File: src/rtl/mux_nto1_scan.sv
// N-channel registered multiplexer with static, scan and masked round-robin
// selection, driving a single valid/ready consumer.

module mux_nto1_scan_lane #(
  parameter int SEL_W = 3,
  parameter int K     = 0
) (
  input  logic [SEL_W-1:0] ptr,
  input  logic             mask_bit,
  output logic             hi_hit
);
  localparam logic [SEL_W-1:0] KV = SEL_W'(K);

  // Enabled channel at or above the pointer: wins before any wrapped channel.
  assign hi_hit = mask_bit && (KV >= ptr);
endmodule

module mux_nto1_scan #(
  parameter  int N_CH  = 8,
  parameter  int WIDTH = 1,
  localparam int SEL_W = $clog2(N_CH)
) (
  input  logic                  clk,
  input  logic                  rst_n,
  input  logic                  en,
  input  logic [1:0]            mode,
  input  logic [SEL_W-1:0]      sel_in,
  input  logic [N_CH-1:0]       ch_mask,
  input  logic [N_CH*WIDTH-1:0] din,
  output logic [WIDTH-1:0]      dout,
  output logic [SEL_W-1:0]      ch_out,
  output logic                  out_valid,
  input  logic                  out_ready,
  output logic                  sel_err
);
  localparam logic [SEL_W:0]   NCH_W = (SEL_W+1)'(N_CH);
  localparam logic [SEL_W-1:0] LAST  = SEL_W'(N_CH - 1);

  logic [WIDTH-1:0] dout_q, dout_d;
  logic [SEL_W-1:0] ch_out_q, ch_out_d;
  logic             out_valid_q, out_valid_d;
  logic             sel_err_q, sel_err_d;
  logic [SEL_W-1:0] ptr_q, ptr_d;

  logic [N_CH-1:0]  hi_hit;
  logic             hi_any;
  logic [SEL_W-1:0] mk_ch;
  logic [SEL_W-1:0] ch;
  logic             have;
  logic             free;
  logic             capture;
  logic [WIDTH-1:0] sel_data;

  for (genvar k = 0; k < N_CH; k++) begin : g_lane
    mux_nto1_scan_lane #(.SEL_W(SEL_W), .K(k)) u_lane (
      .ptr      (ptr_q),
      .mask_bit (ch_mask[k]),
      .hi_hit   (hi_hit[k])
    );
  end

  // Lowest hit above ptr, otherwise lowest enabled channel overall (wrap).
  always_comb begin
    hi_any = |hi_hit;
    mk_ch  = '0;
    for (int i = N_CH - 1; i >= 0; i--) begin
      if (hi_any ? hi_hit[i] : ch_mask[i]) mk_ch = SEL_W'(i);
    end
  end

  always_comb begin
    free      = !out_valid_q || out_ready;
    ch        = '0;
    have      = 1'b0;
    sel_err_d = 1'b0;
    case (mode)
      2'b00: begin
        if ({1'b0, sel_in} < NCH_W) begin
          have = 1'b1;
          ch   = sel_in;
        end else begin
          sel_err_d = free && en;
        end
      end
      2'b01: begin
        have = 1'b1;
        ch   = ptr_q;
      end
      2'b10: begin
        have = |ch_mask;
        ch   = mk_ch;
      end
      default: ;
    endcase
    capture = free && en && have;
  end

  always_comb begin
    sel_data = '0;
    for (int i = 0; i < N_CH; i++) begin
      if (ch == SEL_W'(i)) sel_data = din[i*WIDTH +: WIDTH];
    end
  end

  always_comb begin
    dout_d      = dout_q;
    ch_out_d    = ch_out_q;
    out_valid_d = out_valid_q;
    ptr_d       = ptr_q;
    if (capture) begin
      dout_d      = sel_data;
      ch_out_d    = ch;
      out_valid_d = 1'b1;
      // In scan mode ch == ptr, so one advance rule serves both scan modes.
      if (mode != 2'b00) ptr_d = (ch == LAST) ? '0 : ch + SEL_W'(1);
    end else if (free) begin
      out_valid_d = 1'b0;
    end
  end

  always_ff @(posedge clk or negedge rst_n) begin
    if (!rst_n) begin
      dout_q      <= '0;
      ch_out_q    <= '0;
      out_valid_q <= 1'b0;
      sel_err_q   <= 1'b0;
      ptr_q       <= '0;
    end else begin
      dout_q      <= dout_d;
      ch_out_q    <= ch_out_d;
      out_valid_q <= out_valid_d;
      sel_err_q   <= sel_err_d;
      ptr_q       <= ptr_d;
    end
  end

  assign dout      = dout_q;
  assign ch_out    = ch_out_q;
  assign out_valid = out_valid_q;
  assign sel_err   = sel_err_q;
endmodule

File: config.mk
export PLATFORM = sky130hd
export DESIGN_NAME = mux_nto1_scan
export DESIGN_NICKNAME = d
export VERILOG_FILES = /design/src/rtl/mux_nto1_scan.sv
export SDC_FILE = /design/constraint.sdc
export NUM_CORES = 1
export LEC_CHECK = 0
export CAP_MARGIN = 20
export CORE_AREA = 2 2 49 51
export CTS_CLUSTER_DIAMETER = 60
export DETAILED_ROUTE_END_ITERATION = 12
export DIE_AREA = 0 0 51 53
export PLACE_DENSITY = 0.81
export SYNTH_ARGS = -nofsm -noshare
export SYNTH_HDL_FRONTEND = slang
export SYNTH_HIERARCHICAL = 1
export SYNTH_SLANG_ARGS = --single-unit
File: constraint.sdc
create_clock -name clk -period 3.8 [get_ports clk]
set_clock_uncertainty 0.15 [all_clocks]
set_input_delay 0.38 -clock clk [delete_from_list [all_inputs] [get_ports clk]]
set_output_delay 0.38 -clock clk [all_outputs]
set_load 0.005 [all_outputs]
==> flow_summary_export.csv <==
group,metric,value,unit
worst_setup_path,cp-start-kind,"flip-flop",
sta,slew-limit-headroom,60.1,%
sta,finalWorstSetupSlack,434,ps
clock_tree,cts.path.max_buffers,2,
floorplan,die_w,51,µm
placed_design,dp_worst_setup_slack,286,ps
cells_and_area,n_antenna_cell,0,
synth,synth_area,927,µm²
cells_and_area,syn_to_final_growth,35.5,%
clock_tree,path_clk_slew,60,ps
clock_tree,clk-insertion-delay-late,250,ps
worst_setup_path,cp.arrival,3340,ps
placed_design,port-buffer-count,29,
detailed_routing,wl,2.37,mm
placed_design,gp_congestion,0.911,
clock_tree,cts_tree,"yes",
clock_tree,cts_sinks,8,
detailed_routing,drc,0,
clock_tree,ctsResizeCount,0,
grt,track_usage,19.4,%
cells_and_area,design_area,1260,µm²
sta,final_hold_viol_count,0,
grt,grt.overflow.total,0,
sta,setup_viol,0,
worst_setup_path,r2r-end,"dout",
detailed_routing,drtIter0Drc,20,
clock_tree,htree_levels,1,
worst_setup_path,cp_max_fo,9,
detailed_routing,viasPerCell,5.81,
power,peakVddDrop,0.000361,V
worst_setup_path,critPathKind,"reg -> reg",
worst_setup_path,reg2reg_from,"ptr_q[2]",
run_status,outcome,"finished clean",
floorplan,pin_count,31,
sta,min_period_over_period,88.6,%
synth,ys_seq_elements,8,
floorplan,initial_core_util,43.2,%
placed_design,place_area,1230,µm²
synth,synth_fp_nets,142,
worst_setup_path,slowest_stage,"dfrtp_1",
clock_tree,cts.hold.buffers_added,0,
floorplan,die_area,2700,µm²
floorplan,core,2150,µm²
synth,syn_area_per_cell,8.20,µm²
synth,syn_inst,113,
grt,grt_max_degree,10,
worst_setup_path,critPathCaptureType,"flip-flop",
sta,finalSetupTns,0,ps
detailed_routing,ant_nets,0,
run,drv_cap,0,
worst_setup_path,critical-path-max-stage-delay,590,ps
synth,yosysWarnings,6,
worst_setup_path,cp_cell_sequence,"o21ai_1 > and2_1 > nor4_4 > nand2_1 > o311ai_1 > o32a_2 > inv_1 > nor2_1 > ha_1 > nand3b_1 > a21oi_1 > nor3_1 > a31oi_1",
worst_hold_path,hp-class,"in -> async",
sta,drv_slew,0,
grt,grt_pass1_wl,4.06,mm
sta,fmax,297,MHz
sta,worst_slew_pin_slew,599,ps
sta,rsz0062_at_grt,"no",
detailed_routing,wl_per_cell,13.9,µm
cells_and_area,nNetsFinal,173,
clock_tree,clockRootBuffer,"clkbuf_4",
worst_setup_path,r2r_slack,430,ps
power,power.density,413,nW/µm²
detailed_routing,vias,988,
grt,grt_pass1_vias,955,
worst_setup_path,cp.required,3780,ps
synth,synth-seq-area-share,21.6,%
grt,antenna_found_initial,0,
floorplan,rows,17,
detailed_routing,dr.pass1.iters,4,
floorplan,dieHeight,53,µm
cells_and_area,final_cell_mix,"clkdlybuf4s50_1, nor2_1, a21oi_1, inv_1",
worst_setup_path,worstRegToRegCells,13,
cells_and_area,final_common_cell,"clkdlybuf4s50_1",
synth,synth_cell_types,47,
clock_tree,numCtsBuffers,3,
power,power.leakage,0.495,nW
clock_tree,post-cts-setup-buffers,0,
sta,post-route-min-period,3370,ps
cells_and_area,drive_gt1_share,14.8,%
placed_design,dpl.hpwl,1.91,mm
sequential cells by signal (all words and copies together), names as in the netlist:
name / cells
out_valid: 1
ptr_q: 3
ch_out: 3
dout: 1
power by group:
group          internal (mW)  total [mW]  switching [mW]
Sequential             0.113       0.159          0.0465
Combinational          0.146       0.297           0.151
Clock                 0.0360      0.0626          0.0266
layer usage:
layer	global-route usage, %	wire length [µm]	vias to the layer above
met2	36.1	1190	48
met3	2.82	175	6
li1	-	-	482
met1	22.6	952	452
met5	0	0	-
met4	6.76	53	0
per-stage QoR:
stage	util [%]	hold slack, ps	cells	power, mW
4_1_cts	58.5	265	170	0.520
3_3_place_gp	57.4	335	167	0.444
6_report	58.5	257	170	0.518
5_1_grt	58.5	284	170	0.561
3_5_place_dp	57.4	361	167	0.453
2_1_floorplan	-	-65.6	113	0.343
worst max-delay path by stage:
stage / from / slack [ps] / depth (start not counted) / endpoint
final: ptr_q[2] / 430 / 13 / dout
after global routing: ptr_q[2] / 190 / 13 / dout
after CTS: ptr_q[2] / 470 / 13 / dout
after detailed placement: ch_mask[4] / 290 / 13 / dout
after global placement: ch_mask[1] / 410 / 10 / dout
after floorplan: ptr_q[2] / 920 / 9 / dout
worst max-delay path: cells and delay by family (launching register included):
kind	cells	cell delay (ps)
and+or+nand+nor	6	1240
buffers and inverters	1	100
DFF	1	590
adders and majority gates	1	220
AOI/OAI and AO/OA	5	960
cell families after synthesis:
logic type | after synthesis | share of synthesized area [%]
AO/OA/AOI/OAI | 36 | 30.8
adder cells (fa/ha/maj) | 4 | 5.40
buffers and inverters | 13 | 6.61
flip-flops | 8 | 21.6
multiplexers | 4 | 4.45
other | 1 | 0.404
AND/OR/NAND/NOR | 47 | 30.8
synthesized netlist by cell type, drive strengths merged:
master | instances | share of area (%)
buf | 2 | 1.6
or4 | 1 | 1.2
o31ai | 4 | 3.8
nor3b | 1 | 1.3
o22a | 1 | 1.9
nand2 | 8 | 3.2
o41ai | 3 | 4.5
a211oi | 1 | 1.3
nor3 | 6 | 3.8
o311ai | 1 | 0.94
nand4b | 1 | 0.94
inv | 9 | 3.6
nand2b | 2 | 1.3
a21boi | 2 | 2.0
clkbuf | 1 | 0.40
clkinv | 1 | 0.94
a31oi | 4 | 3.4
a311oi | 1 | 0.94
conb | 1 | 0.40
nor4 | 3 | 3.6
mux2i | 3 | 3.2
or2 | 2 | 1.4
ha | 4 | 5.4
o32a | 1 | 1.2
nor4b | 2 | 2.6
nor2b | 3 | 2.8
nand3 | 1 | 0.54
o21ai | 5 | 2.7
and2 | 1 | 0.68
dfrtp | 8 | 22
nor2 | 14 | 5.7
mux2 | 1 | 1.2
nand3b | 2 | 1.6
o31a | 1 | 0.94
a21oi | 11 | 6.3
a21o | 1 | 0.81
cell type report:
cell class                      count  area [µm²]
Timing Repair Buffer               29         290
Tap cell                           28        35.0
Clock buffer                        3        22.5
Fill cell                         197         892
Multi-Input combinational cell     92         666
Sequential cell                     8         200
Inverter                           10        42.5
No activity file was read; power rests on OpenSTA's default activity.
